`src/rtl/sram_rd_streamer.sv`:
```
// Read sequencer for a single-port SRAM: issues LEN wrapping reads from BASE and streams the
// returned words over valid/ready, with a credit-limited buffer covering the one-cycle read latency.
module sram_rd_streamer #(
    parameter int ADDR_W = 11,
    parameter int DATA_W = 128,
    parameter int DEPTH  = 2
) (
    input  logic              clk,
    input  logic              reset,
    input  logic              start,
    input  logic [ADDR_W-1:0] base_addr,
    input  logic [ADDR_W:0]   len,
    output logic              busy,
    output logic              done,
    output logic              sram_cen,
    output logic              sram_wen,
    output logic [ADDR_W-1:0] sram_a,
    input  logic [DATA_W-1:0] sram_q,
    output logic [DATA_W-1:0] out_data,
    output logic              out_valid,
    input  logic              out_ready
);

    localparam int PTR_W = (DEPTH > 1) ? $clog2(DEPTH) : 1;
    localparam int OCC_W = $clog2(DEPTH + 1);
    localparam logic [PTR_W-1:0]  LAST_PTR = PTR_W'(DEPTH - 1);
    localparam logic [OCC_W:0]    DEPTH_C  = (OCC_W + 1)'(DEPTH);
    localparam logic [ADDR_W:0]   LEN_ZERO = {(ADDR_W + 1){1'b0}};
    localparam logic [ADDR_W:0]   LEN_ONE  = (ADDR_W + 1)'(1);

    typedef enum logic [1:0] {
        IDLE  = 2'd0,
        RUN   = 2'd1,
        DRAIN = 2'd2,
        DONE  = 2'd3
    } state_t;

    state_t              state_r;
    state_t              state_s;
    logic [ADDR_W-1:0]   addr_r;
    logic [ADDR_W-1:0]   last_a_r;
    logic [ADDR_W:0]     remaining_r;
    logic                inflight_r;
    logic [OCC_W-1:0]    occ_r;
    logic [PTR_W-1:0]    rd_ptr_r;
    logic [PTR_W-1:0]    wr_ptr_r;
    logic [DATA_W-1:0]   buf_r [DEPTH];
    logic                pop_s;
    logic                push_s;
    logic                issue_s;
    logic [OCC_W:0]      credit_s;

    function automatic logic [PTR_W-1:0] ptr_inc(input logic [PTR_W-1:0] p);
        if (p == LAST_PTR) begin
            return {PTR_W{1'b0}};
        end else begin
            return p + PTR_W'(1);
        end
    endfunction

    assign pop_s    = out_valid & out_ready;
    assign push_s   = inflight_r;
    assign out_valid = (occ_r != {OCC_W{1'b0}});
    assign out_data  = buf_r[rd_ptr_r];
    assign busy      = (state_r == RUN) || (state_r == DRAIN);
    assign done      = (state_r == DONE);
    assign sram_wen  = 1'b1;
    assign sram_cen  = ~issue_s;
    assign sram_a    = issue_s ? addr_r : last_a_r;

    // Credit check: a read may be issued only if its word is guaranteed a buffer slot on return.
    always_comb begin
        credit_s = {1'b0, occ_r} + {{OCC_W{1'b0}}, inflight_r} - {{OCC_W{1'b0}}, pop_s};
        if (state_r == RUN) begin
            issue_s = (credit_s < DEPTH_C);
        end else begin
            issue_s = 1'b0;
        end
    end

    // Next-state logic for the command sequencer.
    always_comb begin
        state_s = state_r;
        case (state_r)
            IDLE: begin
                if (start) begin
                    state_s = (len == LEN_ZERO) ? DONE : RUN;
                end else begin
                    state_s = IDLE;
                end
            end
            RUN: begin
                if (issue_s && (remaining_r == LEN_ONE)) begin
                    state_s = DRAIN;
                end else begin
                    state_s = RUN;
                end
            end
            DRAIN: begin
                if ((occ_r == {OCC_W{1'b0}}) && !inflight_r) begin
                    state_s = DONE;
                end else begin
                    state_s = DRAIN;
                end
            end
            DONE: begin
                state_s = IDLE;
            end
            default: begin
                state_s = IDLE;
            end
        endcase
    end

    // State register, address/length counters and the last-driven SRAM address.
    always_ff @(posedge clk or posedge reset) begin
        if (reset) begin
            state_r     <= IDLE;
            addr_r      <= {ADDR_W{1'b0}};
            last_a_r    <= {ADDR_W{1'b0}};
            remaining_r <= LEN_ZERO;
            inflight_r  <= 1'b0;
        end else begin
            state_r    <= state_s;
            inflight_r <= issue_s;
            if ((state_r == IDLE) && start) begin
                addr_r      <= base_addr;
                remaining_r <= len;
            end else if (issue_s) begin
                addr_r      <= addr_r + ADDR_W'(1);
                remaining_r <= remaining_r - LEN_ONE;
                last_a_r    <= addr_r;
            end
        end
    end

    // Output buffer: capture returning SRAM words, release on downstream acceptance.
    always_ff @(posedge clk or posedge reset) begin
        if (reset) begin
            occ_r    <= {OCC_W{1'b0}};
            rd_ptr_r <= {PTR_W{1'b0}};
            wr_ptr_r <= {PTR_W{1'b0}};
            for (int i = 0; i < DEPTH; i++) begin
                buf_r[i] <= {DATA_W{1'b0}};
            end
        end else begin
            if (push_s) begin
                buf_r[wr_ptr_r] <= sram_q;
                wr_ptr_r        <= ptr_inc(wr_ptr_r);
            end
            if (pop_s) begin
                rd_ptr_r <= ptr_inc(rd_ptr_r);
            end
            case ({push_s, pop_s})
                2'b10:   occ_r <= occ_r + OCC_W'(1);
                2'b01:   occ_r <= occ_r - OCC_W'(1);
                default: occ_r <= occ_r;
            endcase
        end
    end

endmodule
```
`config.mk`:
```
export PLATFORM = sky130hd
export DESIGN_NAME = sram_rd_streamer
export DESIGN_NICKNAME = d
export VERILOG_FILES = /design/src/rtl/sram_rd_streamer.sv
export SDC_FILE = /design/constraint.sdc
export NUM_CORES = 1
export LEC_CHECK = 0
export ABC_AREA = 1
export ABC_CLOCK_PERIOD_IN_PS = 13900
export CELL_PAD_IN_SITES_DETAIL_PLACEMENT = 2
export CELL_PAD_IN_SITES_GLOBAL_PLACEMENT = 2
export CORE_MARGIN = 2
export CORE_UTILIZATION = 30
export DETAILED_ROUTE_END_ITERATION = 8
export PLACE_DENSITY = 0.81
export SYNTH_ARGS = -nofsm -noshare
export SYNTH_HDL_FRONTEND = slang
export SYNTH_SLANG_ARGS = --single-unit
export TNS_END_PERCENT = 100
```
`constraint.sdc`:
```
create_clock -name clk -period 13.9 [get_ports clk]
set_input_delay 2.78 -clock clk [delete_from_list [all_inputs] [get_ports clk]]
set_output_delay 2.78 -clock clk [all_outputs]
set_load 0.005 [all_outputs]
```
==> results of run 1 <==
-- layout by cell type, fill, tap and decap left out, drive strengths merged, types with 3 or more instances in the layout --
| cell | n |
|---|---|
| nand2 | 751 |
| nor2 | 27 |
| clkdlybuf4s50 | 297 |
| dfrtp | 297 |
| diode | 4 |
| nand3 | 23 |
| nor3 | 4 |
| o21ai | 291 |
| clkbuf | 59 |
| nand4 | 3 |
| inv | 175 |
| ha | 8 |
| o211ai | 9 |
| xor2 | 9 |
| a21oi | 3 |
| buf | 10 |
| clkinv | 3 |
-- sequential cells by signal, indices dropped and copies added, names as in the netlist --
signal / cells
remaining_r: 12
occ_r: 2
wr_ptr_r: 1
last_a_r: 11
buf_r: 256
inflight_r: 1
rd_ptr_r: 1
addr_r: 11
state_r: 2
-- where the power goes --
group          total [W]  switching, W  internal [W]
registers        0.00160      0.000300       0.00130
logic            0.00214       0.00116      0.000984
clock network   0.000942      0.000373      0.000569
-- routing by layer --
layer	track usage, %	vias up	routed length [µm]
met5	0	-	105
li1	-	5784	-
met1	24.86	6155	20410
met3	4.776	61	2777
met4	4.810	14	763
met2	32.64	213	22340
-- critical path, stage by stage --
cell and delay [ns]:
clkdlybuf4s50_1 0.45, or2_2 0.33, nand2_1 0.11, nand2_1 0.07, fa_1 0.48, nand2_1 0.05, inv_1 0.09, nand2_1 0.05
nor2_1 0.43, nand2_1 0.12, o21ai_0 0.11, clkdlybuf4s50_1 0.52
-- layout make-up --
type / count / area, µm² / share of cell area, %
diodes: 4 / 10.01 / 0.05445
well taps: 607 / 759.5 / 4.132
clock inverters: 5 / 53.80 / 0.2927
multi-input cells: 1139 / 5291 / 28.78
inverters: 174 / 663.1 / 3.607
clock buffers: 59 / 1121 / 6.099
flip-flops and latches: 297 / 7436 / 40.45
repair buffers: 307 / 3048 / 16.58
-- metrics by stage --
| step | cell area (µm²) | util (%) | worst slack (ns) | power (W) |
|---|---|---|---|---|
| 6_report | 18380 | 39.74 | 5.509 | 0.004681 |
| 5_1_grt | 18380 | 39.72 | 5.275 | 0.005083 |
| 4_1_cts | 18370 | 39.72 | 5.498 | 0.004772 |
| 3_5_place_dp | 17200 | 37.18 | 5.498 | 0.003779 |
| 3_3_place_gp | 17200 | 37.18 | 5.636 | 0.003645 |
| 2_1_floorplan | 13960 | - | 2.916 | 0.002696 |
-- worst paths after layout --
| path | from | endpoint | depth (start not counted) |
|---|---|---|---|
| max | out_ready | sram_a[4] | 12 |
| min | buf_r[241] | buf_r[241] | 2 |
| max reg2reg | occ_r[1] | remaining_r[8] | 16 |
| min reg2reg | buf_r[241] | buf_r[241] | 2 |
| max in group asynchronous | reset | rd_ptr_r | 4 |
| min in group asynchronous | reset | buf_r[63] | 2 |
-- cells by family after synthesis --
family | count (synthesis) | share of synthesized area (%)
buffers and inverters | 270 | 8.935
other | 1 | 0.02686
and+or+nand+nor | 812 | 22.25
adders and majority gates | 9 | 0.8604
DFF | 297 | 53.24
xor gates and xnor gates | 11 | 0.6901
AOI/OAI and AO/OA | 306 | 14.00
==> reports/qor.csv, run 1 <==
stage;metric;value;unit
timing;Max Freq;119.2;MHz
timing;RSZ-0062 raised after global routing;false;
final_layout;layout cells sized above 1;8.935;%
critical_path;Worst Setup End Kind;output port;
grt;first-pass GRT wire length;73740;µm
synthesis;EDFF count, synth;0;
synthesis;Async S/R FF share, synth;100.0;%
drt;Detailed Route Iter0 Violations;765;
drt;via count;12227;
final_layout;Layout fillers;5231;
critical_path;Critical Path RT;11.12;ns
clock_network;post-cts gate resize count;0;
synthesis;post-synth top area share;53.24;%
critical_path;critical path class;in2out;
timing;final hold viol count;0;
timing;tightest hold margin;0.4800;ns
grt;largest net degree at the start of global routing;114;
critical_path;critical-path maximum fanout;11;
grt;GRT overflow;0;
timing;fin crit period;8.391;ns
drt;post-route ant nets;0;
timing;setup_tns;0;ns
placed_design;HPWL after DPL;30760;µm
clock_network;buffer count from post-CTS setup fixing;0;
placed_design;Placed Cells;2524;
critical_path;crit path launch type;primary input;
synthesis;most frequent cell after synthesis;nand2_1;
clock_network;CTS tree;yes;
pwr;Power Density;254.6;nW/µm²
die;num rows;79;
synthesis;number of synthesis warnings;0;
clock_network;total CTS buffers;37;
clock_network;cts hold-fix bufs;0;
die;Die H;219.7;µm
drt;drt pass-1 iters;4;
drt;drt drc;0;
die;die width;219.7;µm
die;io pins;299;
placed_design;I/O Buffers;297;
timing;Layout Skew;0.01160;ns
synthesis;synthesis-stage register bit count;297;
timing;slew of the pin with the lowest slew margin;1.166;ns
clock_network;CTS clk-pin slew, worst paths;0.05;ns
die;die footprint;48280;µm²
critical_path;R2R Setup Slk;10.19;ns
synthesis;synth top area cells;dfrtp_1, nand2_1, o21ai_2, o21ai_0, inv_1;
pwr;VDD IR max;0.1360;mV
clock_network;H-tree depth;2;
clock_network;Max clock buf depth;3;
synthesis;Post-synth top cells;nand2_1, dfrtp_1, inv_1;
final_layout;Area growth syn-to-layout;31.67;%
clock_network;CTS sink count;297;
final_layout;nets;2120;
timing;Max-slew headroom;22.25;%
outcome;outcome;finished, final reports clean;
clock_network;Clock Latency Late Sink;0.54;ns
drt;Via density;4.717;
die;Placeable Area;46260;µm²
placed_design;routability cong.;0.7777;
synthesis;Unique masters post-synth;34;
grt;initial antenna violation count;9;
grt;number of global-route vias before repair;13338;
synthesis;leading area contributor after synthesis;dfrtp_1;
timing;period utilisation layout;60.37;%
synthesis;dominant synthesized flop cell;dfrtp_1;
pwr;Pleak;9.155;nW
synthesis;Syn Inst Count;1706;
die;Initial Utilization;30.18;%
synthesis;register area share after synthesis;53.24;%
drt;drt wl/cell;17.90;µm
critical_path;CP arrival;5.61;ns
synthesis;Mapped Area;13960;µm²
synthesis;syn_nets;1870;
final_layout;Finished Layout Cells;2592;
min_path;Hold Crit Class;reg2reg;
job;max-cap violations;0;
synthesis;syn avg cell area;8.183;µm²
drt;final WL;46400;µm
clock_network;CTS root buf;clkbuf_16;
timing;Final Max Tran Viols;0;
grt;GRT Util Overall;19.36;%
timing;final setup fails;0;
(Power assumes the default switching activity.)
==> run 2: changes to the inputs <==
--- a/config.mk
+++ b/config.mk
@@ -6,13 +6,13 @@
 export NUM_CORES = 1
 export LEC_CHECK = 0
 export ABC_AREA = 1
-export ABC_CLOCK_PERIOD_IN_PS = 13900
+export ABC_CLOCK_PERIOD_IN_PS = 7400
 export CELL_PAD_IN_SITES_DETAIL_PLACEMENT = 2
 export CELL_PAD_IN_SITES_GLOBAL_PLACEMENT = 2
 export CORE_MARGIN = 2
-export CORE_UTILIZATION = 30
+export CORE_UTILIZATION = 27
 export DETAILED_ROUTE_END_ITERATION = 8
-export PLACE_DENSITY = 0.81
+export PLACE_DENSITY = 0.77
 export SYNTH_ARGS = -nofsm -noshare
 export SYNTH_HDL_FRONTEND = slang
 export SYNTH_SLANG_ARGS = --single-unit
==> constraint.sdc (replaced) <==
create_clock -name clk -period 7.4 [get_ports clk]
set_input_delay 1.48 -clock clk [delete_from_list [all_inputs] [get_ports clk]]
set_output_delay 1.48 -clock clk [all_outputs]
set_load 0.005 [all_outputs]
==> run 2 against run 1 <==
  * Clock power up 100%
  * Clock skew up 0.00055 ns
  * Flip-flop and latch count unchanged
  * Setup slack worse by 3.9 ns
  * Final cell count up 2.8%
  * Non-clock buffer count down 2
  * Via count down 0.17%
  * Largest power group unchanged
==> reports/qor.csv, run 2 (synthesis results as in run 1) <==
stage;metric;value;unit
outcome;outcome;finished, final reports clean;
placed_design;routability cong.;0.7927;
pwr;Power Total;0.008952;W
clock_network;total CTS buffers;38;
final_layout;max reg flops;256;
drt;drt drc;0;
clock_network;Clock Latency Late Sink;0.55;ns
die;Placeable Area;51200;µm²
grt;GRT overflow;0;
placed_design;DP Area;17320;µm²
critical_path;critical-path maximum fanout;11;
final_layout;Area growth syn-to-layout;33.29;%
timing;final setup fails;0;
final_layout;nets;2119;
pwr;Pleak;9.223;nW
timing;Final Max Tran Viols;0;
grt;number of global-route vias before repair;13761;
drt;drt pass-1 iters;4;
die;io pins;299;
pwr;VDD IR max;0.2377;mV
die;die footprint;53540;µm²
die;num rows;83;
timing;Max-slew headroom;24.59;%
final_layout;layout cells sized above 1;9.228;%
drt;via count;12206;
grt;GRT Util Overall;17.61;%
clock_network;CTS root buf;clkbuf_16;
drt;post-route ant nets;0;
timing;final hold viol count;0;
clock_network;post-cts gate resize count;0;
clock_network;CTS clk-pin slew, worst paths;0.05;ns
final_layout;biggest regs;buf_r (256), remaining_r (12);
job;max-cap violations;0;
timing;Max Freq;173.6;MHz
grt;first-pass GRT wire length;75170;µm
final_layout;commonest non-fill, non-tap cell in the layout;nand2_1;
timing;Layout Skew;0.01215;ns
clock_network;CTS sink count;297;
final_layout;most frequent cells in the layout;nand2_1, clkdlybuf4s50_1, dfrtp_1;
critical_path;crit path launch type;primary input;
drt;Via density;4.582;
timing;RSZ-0062 raised after global routing;false;
critical_path;Worst Setup End Kind;output port;
pwr;Power Density;481.1;nW/µm²
drt;drt wl/cell;17.44;µm
min_path;Hold Crit Class;reg2reg;
drt;Detailed Route Iter0 Violations;519;
grt;initial antenna violation count;7;
clock_network;Max clock buf depth;3;
placed_design;I/O Buffers;297;
final_layout;post-layout instance area;18610;µm²
drt;final WL;46460;µm
clock_network;buffer count from post-CTS setup fixing;0;
timing;tightest hold margin;0.4830;ns
critical_path;critical path class;in2out;
placed_design;HPWL after DPL;30580;µm
final_layout;Biggest register;buf_r;
min_path;hold path cells;2;
final_layout;Layout fillers;5717;
clock_network;CTS tree;yes;
timing;setup_tns;0;ns
timing;period utilisation layout;77.83;%
clock_network;cts hold-fix bufs;0;
critical_path;Critical Path RT;5.92;ns
timing;fin crit period;5.759;ns
critical_path;r2r worst-path depth;16;
grt;largest net degree at the start of global routing;257;
die;Initial Utilization;27.27;%
critical_path;CP arrival;4.28;ns
clock_network;H-tree depth;2;
die;Die H;231.4;µm
die;die width;231.4;µm
timing;slew of the pin with the lowest slew margin;1.131;ns
run 2: changes by cell type in the layout (fill, tap and decap cells not counted):
cell / change
clkinv_4: +1
buf_12: +4
clkbuf_8: -2
clkinv_2: +5
bufinv_16: +4
inv_8: -1
buf_4: -6
clkbuf_1: -4
clkinvlp_4: +1
diode_2: -3
run 2: path summary, 6_finish.rpt:
path	slack [ns]	endpoint	startpoint
max	1.64	sram_a[3]	out_ready
min	0.48	buf_r[242]	buf_r[242]
max reg2reg	3.83	remaining_r[0]	occ_r[1]
min reg2reg	0.48	buf_r[242]	buf_r[242]
max in group asynchronous	4.48	buf_r[204]	reset
min in group asynchronous	1.43	remaining_r[11]	reset
run 2: power breakdown:
group / total [W] / internal (W) / switching, W
Clock: 0.00193 / 0.00119 / 0.000736
Combinational: 0.00403 / 0.00186 / 0.00217
Sequential: 0.00299 / 0.00244 / 0.000556
Total: 0.00895 / 0.00549 / 0.00347
run 2: cell type report:
cell class	instances	area [µm²]	share of cell area, %
inverter	174	659.4	3.543
tap	680	850.8	4.572
sequential	297	7436	39.96
multi-input combinational	1139	5291	28.43
clock inverter	15	207.7	1.116
timing repair buffer	305	3083	16.57
antenna	1	2.502	0.01345
clock buffer	53	1079	5.796
run 2: routing by layer:
metal  wire, µm  part of all wire, %  track usage [%]
met2      22800                   49            30.57
met1      20560                   44            22.28
met4       1013                  2.2            4.859
met3       2006                  4.3            3.359
met5         79                 0.17                0
run 2: per-stage QoR:
stage | setup slack (ns) | utilization, % | cells
6_report | 1.641 | 36.35 | 2664
5_1_grt | 1.363 | 36.35 | 2664
4_1_cts | 1.608 | 36.34 | 2663
3_5_place_dp | 1.636 | 33.83 | 2595
3_3_place_gp | 1.724 | 33.83 | 2595
2_1_floorplan | 1.975 | - | 1706
run 2: worst max-delay path, stage by stage:
cell and delay [ns]:
clkdlybuf4s50_1 0.44, or2_2 0.32, nand2_1 0.10, nand2_1 0.07, fa_1 0.49, nand2_1 0.05, inv_1 0.08, nand2_1 0.06
nor2_1 0.42, nand2_1 0.09, o21ai_0 0.12, clkdlybuf4s50_1 0.55
